**src/rtl/mips_mc_control.sv**
```systemverilog
// rtl/mips_mc_control.sv - multicycle MIPS control FSM with stall handshake and HALT/ILLEGAL trap states
//
// Ports:
//   clk, rst             rising-edge clock, synchronous active-high reset
//   opcode, funct        instruction fields from the instruction register
//   zero                 ALU condition flag (used in BRANCH)
//   mem_ready            memory handshake, 1 = access completes this cycle
//   ALUcntrl             ALU operation select
//   alusrca, alusrcb     ALU operand selects
//   pcsrc                PC source select
//   pc_en .. memtoreg    datapath strobes and selects
//   state                current state encoding (debug)
//   halted, illegal      status flags
module mips_mc_control #(
  parameter logic [5:0] HALT_OP = 6'b111111,
  parameter logic [5:0] BLT_OP  = 6'b000110
) (
  input  logic       clk,
  input  logic       rst,
  input  logic [5:0] opcode,
  input  logic [5:0] funct,
  input  logic       zero,
  input  logic       mem_ready,
  output logic [3:0] ALUcntrl,
  output logic       alusrca,
  output logic [1:0] alusrcb,
  output logic [1:0] pcsrc,
  output logic       pc_en,
  output logic       iord,
  output logic       memread,
  output logic       memwrite,
  output logic       irwrite,
  output logic       regwrite,
  output logic       regdst,
  output logic       memtoreg,
  output logic [3:0] state,
  output logic       halted,
  output logic       illegal
);

  typedef enum logic [3:0] {
    S_FETCH   = 4'd0,
    S_DECODE  = 4'd1,
    S_MEMADR  = 4'd2,
    S_MEMRD   = 4'd3,
    S_MEMWB   = 4'd4,
    S_MEMWR   = 4'd5,
    S_EXEC    = 4'd6,
    S_ALUWB   = 4'd7,
    S_BRANCH  = 4'd8,
    S_ADDIEX  = 4'd9,
    S_ADDIWB  = 4'd10,
    S_JUMP    = 4'd11,
    S_HALT    = 4'd12,
    S_ILLEGAL = 4'd13
  } state_t;

  localparam logic [5:0] OP_RTYPE = 6'b000000;
  localparam logic [5:0] OP_LW    = 6'b100011;
  localparam logic [5:0] OP_SW    = 6'b101011;
  localparam logic [5:0] OP_BEQ   = 6'b000100;
  localparam logic [5:0] OP_BNE   = 6'b000101;
  localparam logic [5:0] OP_ADDI  = 6'b001000;
  localparam logic [5:0] OP_J     = 6'b000010;

  state_t     cur;
  logic       funct_ok;
  logic [3:0] funct_alu;
  logic [3:0] branch_alu;
  state_t     decode_next;

  // R-type funct decode: legality check and the ALU code it selects
  always_comb begin
    funct_ok  = 1'b1;
    funct_alu = 4'd3;
    case (funct)
      6'b100100: funct_alu = 4'd0;
      6'b100101: funct_alu = 4'd1;
      6'b100111: funct_alu = 4'd2;
      6'b100000: funct_alu = 4'd3;
      6'b011010: funct_alu = 4'd4;
      6'b100010: funct_alu = 4'd9;
      default:   funct_ok  = 1'b0;
    endcase
  end

  always_comb begin
    branch_alu = 4'd9;
    if (opcode == OP_BNE)      branch_alu = 4'd11;
    else if (opcode == BLT_OP) branch_alu = 4'd10;
  end

  always_comb begin
    decode_next = S_ILLEGAL;
    if (opcode == OP_LW || opcode == OP_SW)                        decode_next = S_MEMADR;
    else if (opcode == OP_RTYPE)                                   decode_next = funct_ok ? S_EXEC : S_ILLEGAL;
    else if (opcode == OP_BEQ || opcode == OP_BNE || opcode == BLT_OP) decode_next = S_BRANCH;
    else if (opcode == OP_ADDI)                                    decode_next = S_ADDIEX;
    else if (opcode == OP_J)                                       decode_next = S_JUMP;
    else if (opcode == HALT_OP)                                    decode_next = S_HALT;
  end

  always_ff @(posedge clk) begin
    if (rst) begin
      cur <= S_FETCH;
    end else begin
      case (cur)
        S_FETCH:   if (mem_ready) cur <= S_DECODE;
        S_DECODE:  cur <= decode_next;
        S_MEMADR:  cur <= (opcode == OP_LW) ? S_MEMRD : S_MEMWR;
        S_MEMRD:   if (mem_ready) cur <= S_MEMWB;
        S_MEMWB:   cur <= S_FETCH;
        S_MEMWR:   if (mem_ready) cur <= S_FETCH;
        S_EXEC:    cur <= S_ALUWB;
        S_ALUWB:   cur <= S_FETCH;
        S_BRANCH:  cur <= S_FETCH;
        S_ADDIEX:  cur <= S_ADDIWB;
        S_ADDIWB:  cur <= S_FETCH;
        S_JUMP:    cur <= S_FETCH;
        S_HALT:    cur <= S_HALT;
        S_ILLEGAL: cur <= S_ILLEGAL;
        default:   cur <= S_FETCH;
      endcase
    end
  end

  // Outputs are decoded from the state register; rst forces the idle
  // pattern immediately so nothing strobes while reset is held.
  always_comb begin
    ALUcntrl = 4'd3;
    alusrca  = 1'b0;
    alusrcb  = 2'b00;
    pcsrc    = 2'b00;
    pc_en    = 1'b0;
    iord     = 1'b0;
    memread  = 1'b0;
    memwrite = 1'b0;
    irwrite  = 1'b0;
    regwrite = 1'b0;
    regdst   = 1'b0;
    memtoreg = 1'b0;
    halted   = 1'b0;
    illegal  = 1'b0;
    state    = 4'd0;
    if (!rst) begin
      state = cur;
      case (cur)
        S_FETCH: begin
          memread = 1'b1;
          alusrcb = 2'b01;
          irwrite = mem_ready;
          pc_en   = mem_ready;
        end
        S_DECODE:  alusrcb = 2'b11;
        S_MEMADR: begin
          alusrca = 1'b1;
          alusrcb = 2'b10;
        end
        S_MEMRD: begin
          iord    = 1'b1;
          memread = 1'b1;
        end
        S_MEMWB: begin
          regwrite = 1'b1;
          memtoreg = 1'b1;
        end
        S_MEMWR: begin
          iord     = 1'b1;
          memwrite = 1'b1;
        end
        S_EXEC: begin
          alusrca  = 1'b1;
          ALUcntrl = funct_alu;
        end
        S_ALUWB: begin
          regwrite = 1'b1;
          regdst   = 1'b1;
        end
        S_BRANCH: begin
          alusrca  = 1'b1;
          pcsrc    = 2'b01;
          ALUcntrl = branch_alu;
          pc_en    = zero;
        end
        S_ADDIEX: begin
          alusrca = 1'b1;
          alusrcb = 2'b10;
        end
        S_ADDIWB:  regwrite = 1'b1;
        S_JUMP: begin
          ALUcntrl = 4'd12;
          pcsrc    = 2'b10;
          pc_en    = 1'b1;
        end
        S_HALT:    halted  = 1'b1;
        S_ILLEGAL: illegal = 1'b1;
        default: ;
      endcase
    end
  end

endmodule
```
**config.mk**
```make
export PLATFORM = sky130hd
export DESIGN_NAME = mips_mc_control
export DESIGN_NICKNAME = d
export VERILOG_FILES = /design/src/rtl/mips_mc_control.sv
export SDC_FILE = /design/constraint.sdc
export NUM_CORES = 1
export LEC_CHECK = 0
export CAP_MARGIN = 20
export CORE_UTILIZATION = 45
export CTS_CLUSTER_DIAMETER = 60
export CTS_CLUSTER_SIZE = 12
export DETAILED_ROUTE_END_ITERATION = 6
export GPL_TIMING_DRIVEN = 0
export PLACE_DENSITY = 0.86
export SLEW_MARGIN = 30
export SYNTH_ARGS = -nofsm -noshare
export SYNTH_HDL_FRONTEND = slang
export SYNTH_SLANG_ARGS = --single-unit
```
**constraint.sdc**
```tcl
create_clock -name clk -period 3.44 [get_ports clk]
set_input_delay 0.688 -clock clk [delete_from_list [all_inputs] [get_ports clk]]
set_output_delay 0.688 -clock clk [all_outputs]
set_load 0.02 [all_outputs]
```
==> impl_metrics.yaml, run 1 <==
power_and_ir_drop:
  swShare: 0.4218
  pwr-share-seq: 0.185
  internal_power_mw: 0.1650
  pwr-share-comb: 0.610
  p_leak_nw: 0.4496
  fin_total_pwr_mw: 0.2853
  pwr-share-clk: 0.205
  vdd_ir_drop_max_mv: 0.1313
  power_density_mw_per_mm2: 223.1
  power_switching_mw: 0.1203
cts:
  root_buffer: "clkbuf_4"
  cts.sinks: 4
  numCtsBuffers: 3
  postCtsHoldBufs: 0
  cts_buffer_depth: 2
  h-tree-depth: 1
  clk_latency_ns: 0.24
  clkTransAtPathRegs_ns: 0.04
  cts_tree: "yes"
critical_path:
  rrSetupSlack_ns: 1.87
  path_cells: "clkdlybuf4s50_1 -> buf_1 -> clkbuf_2 -> a211oi_1 -> clkdlybuf4s50_1"
  cpMostUsedCell: "clkdlybuf4s50_1"
  critPathLaunchType: "primary input"
  worstSetupPathType: "in2out"
  worst_ep_arrival_time_ns: 2.65
  critPathTopFamily: "buffers and inverters"
  slowest_delay_ns: 0.67
  critPathRequiredTime_ns: 2.75
  reg2reg_to: "cur[3]"
  critPathCaptureType: "output pin"
  ff2ff_path_depth: 5
  crit_fanout: 10
  r2r_start: "cur[0]"
  crit_buf_inv: 4
  critPathSlowestCell: "clkdlybuf4s50_1"
global_routing:
  gr-total-overflow: 0
  grt_pass1_wl_um: 4450
  grt_max_degree: 11
  grt_pass1_vias: 1067
  antenna_found_initial: 0
  grt_use_total: 0.2858
yosys:
  syn-mean-instance-area_um2: 6.159
  netlist-cell-type-count: 46
  yosysMostFrequentCell: "nor2_1"
  yosysTopAreaCell: "dfxtp_1"
  synth_edf_count: 0
  synthTopCellsByArea: "dfxtp_1 9.2%, nor2_1 8.2%, nand2_1 7.3%, a21oi_1 6.3%, nand2b_1 5.7%"
  synth_area_um2: 874.6
  ys_seq_elements: 4
  yosys_warnings: 0
  synthFlopType: "dfxtp_1"
  synth_fp_nets: 158
  synthArstFlopShare: 0
  synthCells: 142
  seq_area_frac_synth: 0.09156
  synth_top_area_share: 0.09156
  synthTopCellsByCount: "19 x nor2_1, 17 x nand2_1, 11 x a21oi_1"
drt:
  drc: 0
  vias: 1221
  drt-pass1-iter-count: 4
  wirelength_um: 2828
  wl_per_cell_um: 13.80
  drt-initial-drc-count: 29
  vias_per_cell: 5.956
  ant_nets: 0
placement:
  gp_congestion: 0.8899
  dp_hpwl_um: 2162
  place_ws_ns: -0.03865
  dp.cells: 202
  portBuffers: 35
final_layout:
  area.sequential_um2: 80.08
  fin_nets: 198
  fillCellCount: 163
  antenna_cells: 0
  largest_reg_flops: 4
  top_register: "cur"
  biggestRegsByFlops: "cur (4)"
  multi_input_area_um2: 709.4
  drive_above_1_share: 0.1111
  area_growth_pct: 46.21
  finalNonFillerCells: 205
  fin_util: 0.7172
min_path:
  hold-path-endpoint: "cur[2]"
  hold_path.class: "reg2reg"
  min_from: "cur[3]"
  hold_path_depth: 4
sta:
  period_share: 0.9695
  period_minus_slack_ns: 3.335
  setup_viol: 0
  slew_viol_final: 0
  max-slew-margin-rel: 0.6901
  clock_skew_ns: 0.006199
  setup_slack_ns: 0.1048
  hold_violations: 0
  rsz0062_at_grt: "no"
  fmax_mhz: 299.8
  worst_slew_pin_slew_ns: 0.4648
floorplan:
  die-height_um: 46.09
  num_rows: 15
  dieWidth_um: 46.09
  io_pins: 39
  core_mm2: 0.001783
  dieArea_mm2: 0.002124
  initial_core_util: 0.4905
run_status:
  status: "finished, final reports clean"
job:
  maxCapViolCount: 0
## final cells by class
cell class,instances,area share
clock buffer,3,0.01761
buffer,12,0.04990
inverter,6,0.01761
sequential,4,0.06262
timing repair buffer,35,0.2730
multi-input combinational,120,0.5548
tap,25,0.02446
## cell usage in the layout (no fill, tap or decap), types with 2 or more instances in the layout
cell type and n:
or4_1 2, clkdlybuf4s50_1 34, o211ai_1 5, o22ai_1 2
and3b_1 2, a21o_1 2, nor4_1 2, o31ai_1 3
nor2_1 19, nor3_1 6, buf_2 8, a211oi_1 2
nand3_1 2, nand2_1 17, nor2b_1 3, a21oi_1 11
o21bai_1 3, a31oi_1 2, nand2b_1 8, nor3_2 2
clkbuf_4 3, o21ai_1 3, xnor2_1 2, a41oi_1 2
dfxtp_1 4, a311oi_1 2, o21ai_0 2, inv_1 5
## worst reg2reg max path, delay by kind of cell, from the launching register on
| kind | cells | cell delay [ns] |
|---|---|---|
| buffers and inverters | 1 | 0.21 |
| AND/OR/NAND/NOR | 3 | 0.81 |
| AO/OA/AOI/OAI | 1 | 0.14 |
| flip-flops | 1 | 0.33 |
## through the flow
step           hold WS (ns)  TNS (ns)  instance area, um2
2_1_floorplan        0.6867         0               874.6
3_3_place_gp         0.7690         0                1256
3_5_place_dp         0.7846  -0.03865                1256
4_1_cts              0.7881         0                1277
5_1_grt              0.8314         0                1279
6_report             0.7929         0                1279
## layer usage
layer | part of all wire | wire [um] | track usage
met3 | 0.072 | 203 | 0.03529
met5 | 0 | 0 | 0
met2 | 0.50 | 1414 | 0.5042
met4 | 0.027 | 76 | 0.1529
met1 | 0.40 | 1133 | 0.3302
## worst max path at each step
| stage | start | to | slack (ns) | depth (start not counted) |
|---|---|---|---|---|
| 2_1_floorplan | funct[3] | ALUcntrl[0] | 0.97 | 5 |
| 3_3_place_gp | funct[5] | ALUcntrl[0] | 0.005 | 7 |
| 3_5_place_dp | funct[5] | ALUcntrl[0] | -0.04 | 7 |
| 4_1_cts | rst | alusrcb[1] | 0.03 | 5 |
| 5_1_grt | rst | iord | 0.005 | 5 |
| 6_report | rst | alusrcb[1] | 0.10 | 5 |
## cell families (layout without fill, tap and decap cells)
family / Yosys count / in the layout / share of synthesized area
and+or+nand+nor: 72 / 72 / 0.4364
AOI/OAI and AO/OA: 46 / 46 / 0.3548
buffers and inverters: 18 / 56 / 0.09728
DFF: 4 / 4 / 0.09156
xor gates and xnor gates: 2 / 2 / 0.02003
## repair_timing
| item | in CTS | in global routing |
|---|---|---|
| pin swaps | 0 | 0 |
| resized for setup | 1 | 2 |
| setup buffers | 0 | 0 |
| endpoints found under the setup margin | 1 | 10 |
## power groups by stage
stage	Clock, mW	Sequential [mW]	Combinational [mW]
after floorplan	0	0.0525	0.108
after global placement	0	0.0533	0.166
after detailed placement	0	0.0533	0.170
after CTS	0.0588	0.0525	0.172
after global routing	0.0624	0.0529	0.189
final	0.0585	0.0528	0.174
Note: power is estimated with default switching activity, not from simulation.
==> run 2, diff against run 1 <==
--- a/config.mk
+++ b/config.mk
@@ -5,8 +5,10 @@
 export SDC_FILE = /design/constraint.sdc
 export NUM_CORES = 1
 export LEC_CHECK = 0
+export ABC_AREA = 1
 export CAP_MARGIN = 20
-export CORE_UTILIZATION = 45
+export CORE_MARGIN = 1
+export CORE_UTILIZATION = 42
 export CTS_CLUSTER_DIAMETER = 60
 export CTS_CLUSTER_SIZE = 12
 export DETAILED_ROUTE_END_ITERATION = 6
==> run 2 against run 1 <==
  * The flow now finishes with violations (DRC)
  * Sequential power rose by 49%
  * Setup slack improved by 0.19 ns
  * Core utilization is 2.8 points higher
  * Power grew 71%
  * Via count shrank 8.8%
  * First-iteration DRC count grew 62%
  * Sequential cell count is the same
  * Register-to-register slack improved by 0.08 ns
  * Critical endpoint is now pc_en
  * Highest routed layer is now met3
==> impl_metrics.yaml, run 2 <==
global_routing:
  grt_max_degree: 11
  grt_pass1_vias: 977
  grt_pass1_wl_um: 4071
  antenna_found_initial: 0
  grt_use_total: 0.2742
  gr-total-overflow: 0
critical_path:
  critPathCaptureType: "output pin"
  path_cells: "clkdlybuf4s50_1 -> clkbuf_1 -> inv_1 -> nand2_1 -> inv_1 -> clkdlybuf4s50_1"
  critPathLaunchType: "primary input"
  reg2reg_to: "cur[2]"
  crit_fanout: 10
  ff2ff_path_depth: 6
  r2r_start: "cur[3]"
  worstSetupPathType: "in2out"
  critPathRequiredTime_ns: 2.75
  slowest_delay_ns: 0.59
  worst_ep_arrival_time_ns: 2.46
  rrSetupSlack_ns: 1.95
  critPathSlowestCell: "clkdlybuf4s50_1"
  startpoint: "rst"
sta:
  worst_slew_pin_slew_ns: 0.4128
  clock_skew_ns: 0.007470
  tns_ns: 0
  setup_slack_ns: 0.2943
  setup_viol: 0
  period_minus_slack_ns: 3.146
  max-slew-margin-rel: 0.7248
  slew_viol_final: 0
  period_share: 0.9145
  hold_violations: 0
  fmax_mhz: 317.9
  rsz0062_at_grt: "no"
final_layout:
  drive_above_1_share: 0.06566
  fillCellCount: 142
  antenna_cells: 0
  finalNonFillerCells: 222
  area.sequential_um2: 80.08
  layout_commonest_cell: "nand2_1"
  multi_input_area_um2: 564.3
  biggestRegsByFlops: "cur (4)"
  most-common-layout-cells: "44 x nand2_1, 36 x clkdlybuf4s50_1, 34 x nor2_1"
  area_growth_pct: 58.43
  top_register: "cur"
  largest_reg_flops: 4
  fin_nets: 216
yosys:
  synth_adder_area_share: 0
  synthArstFlopShare: 0
  synthCells: 157
  yosys_warnings: 0
  synth.area.mux_share: 0
  netlist-cell-type-count: 21
  synth_area_um2: 749.5
  synth_fp_nets: 173
  yosysMostFrequentCell: "nand2_1"
  syn-mean-instance-area_um2: 4.774
  synth-compound-area-share: 0.1720
  synth-xor-area-share: 0
  yosysTopAreaCell: "nand2_1"
  seq_area_frac_synth: 0.1068
  synth_edf_count: 0
  synthTopCellsByCount: "44 x nand2_1, 34 x nor2_1, 19 x inv_1"
  ys_seq_elements: 4
  synthTopCellsByArea: "nand2_1 22%, nor2_1 17%, dfxtp_1 11%, inv_1 9.5%, nand3_1 8.7%"
  synth_top_area_share: 0.2204
  synthFlopType: "dfxtp_1"
  synth_top_family_by_area: "simple AND/OR/NAND/NOR gates"
  synth-simple-area-share: 0.5810
min_path:
  min_from: "cur[2]"
  hold_path_depth: 4
  hold_path.class: "reg2reg"
  hold-path-endpoint: "cur[2]"
drt:
  wirelength_um: 2371
  vias: 1113
  drc: 3
  ant_nets: 0
  drt-initial-drc-count: 47
  wl_per_cell_um: 10.68
  drt-pass1-iter-count: 6
  vias_per_cell: 5.014
placement:
  dp_hpwl_um: 1988
  gp_congestion: 0.9476
  portBuffers: 38
  dp.cells: 219
  place_ws_ns: 0.2050
cts:
  cts_tree: "yes"
  cts.sinks: 4
  postCtsHoldBufs: 0
  root_buffer: "clkbuf_4"
  h-tree-depth: 1
  post-cts-setup-buffers: 0
  clk_latency_ns: 0.24
  cts_buffer_depth: 2
  numCtsBuffers: 3
  post_cts_resized: 0
  clkTransAtPathRegs_ns: 0.04
floorplan:
  initial_core_util: 0.4702
  num_rows: 14
  dieWidth_um: 44.24
  die-height_um: 44.24
  io_pins: 39
  dieArea_mm2: 0.001957
  core_mm2: 0.001594
run_status:
  status: "finished with violations"
  violations: "DRC"
power_and_ir_drop:
  power_density_mw_per_mm2: 409.9
  vdd_ir_drop_max_mv: 0.3841
  p_leak_nw: 0.5376
job:
  maxCapViolCount: 0
run 2: per-stage QoR:
step	hold slack (ns)	utilization	area, um2	total power [mW]
3_3_place_gp	0.5761	0.7276	1160	0.4200
2_1_floorplan	0.6308	-	749.5	0.2920
6_report	0.6131	0.7449	1187	0.4867
3_5_place_dp	0.5838	0.7276	1160	0.4243
4_1_cts	0.6060	0.7418	1182	0.4864
5_1_grt	0.6516	0.7449	1187	0.5313
run 2: kinds of logic after synthesis:
logic type	Yosys count
flops	4
simple gates	104
compound gates	21
buf+inv	28
run 2: layout make-up:
type	count	area share
Buffer	2	0.006322
Clock buffer	3	0.01897
Inverter	26	0.08219
Multi-Input combinational cell	125	0.4752
Sequential cell	4	0.06744
Tap cell	24	0.02529
Timing Repair Buffer	38	0.3246
run 2: layer usage:
metal	vias to the layer above	track usage	part of all wire
met2	47	0.4441	0.46
met4	0	0.01818	0
met5	-	0	0
li1	592	-	-
met1	474	0.3812	0.47
met3	0	0.07347	0.070
run 2: worst max-delay path by stage:
| stage | endpoint | slack (ns) | depth (start not counted) |
|---|---|---|---|
| floorplan | ALUcntrl[1] | 1.23 | 8 |
| CTS | ALUcntrl[0] | 0.20 | 9 |
| global route | pc_en | 0.20 | 6 |
| global placement | ALUcntrl[0] | 0.24 | 9 |
| finish | pc_en | 0.29 | 6 |
| detailed placement | ALUcntrl[0] | 0.21 | 10 |
run 2: power by group:
part           total, mW  leakage (nW)  switching [mW]  internal, mW
registers         0.0785        0.0327          0.0189        0.0596
clock network     0.0590        0.0138          0.0200        0.0391
logic              0.349         0.491           0.207         0.142
total              0.487         0.538           0.246         0.241
run 2: critical path: cells and delay by family:
family	cells	cell delay, ns
buf+inv	5	1.67
simple gates	1	0.09
==> run 3, diff against run 2 <==
--- a/config.mk
+++ b/config.mk
@@ -6,7 +6,6 @@
 export NUM_CORES = 1
 export LEC_CHECK = 0
 export ABC_AREA = 1
-export CAP_MARGIN = 20
 export CORE_MARGIN = 1
 export CORE_UTILIZATION = 42
 export CTS_CLUSTER_DIAMETER = 60
==> results of run 3 <==
Final layout, timing and power as in run 2 (identical DEF).
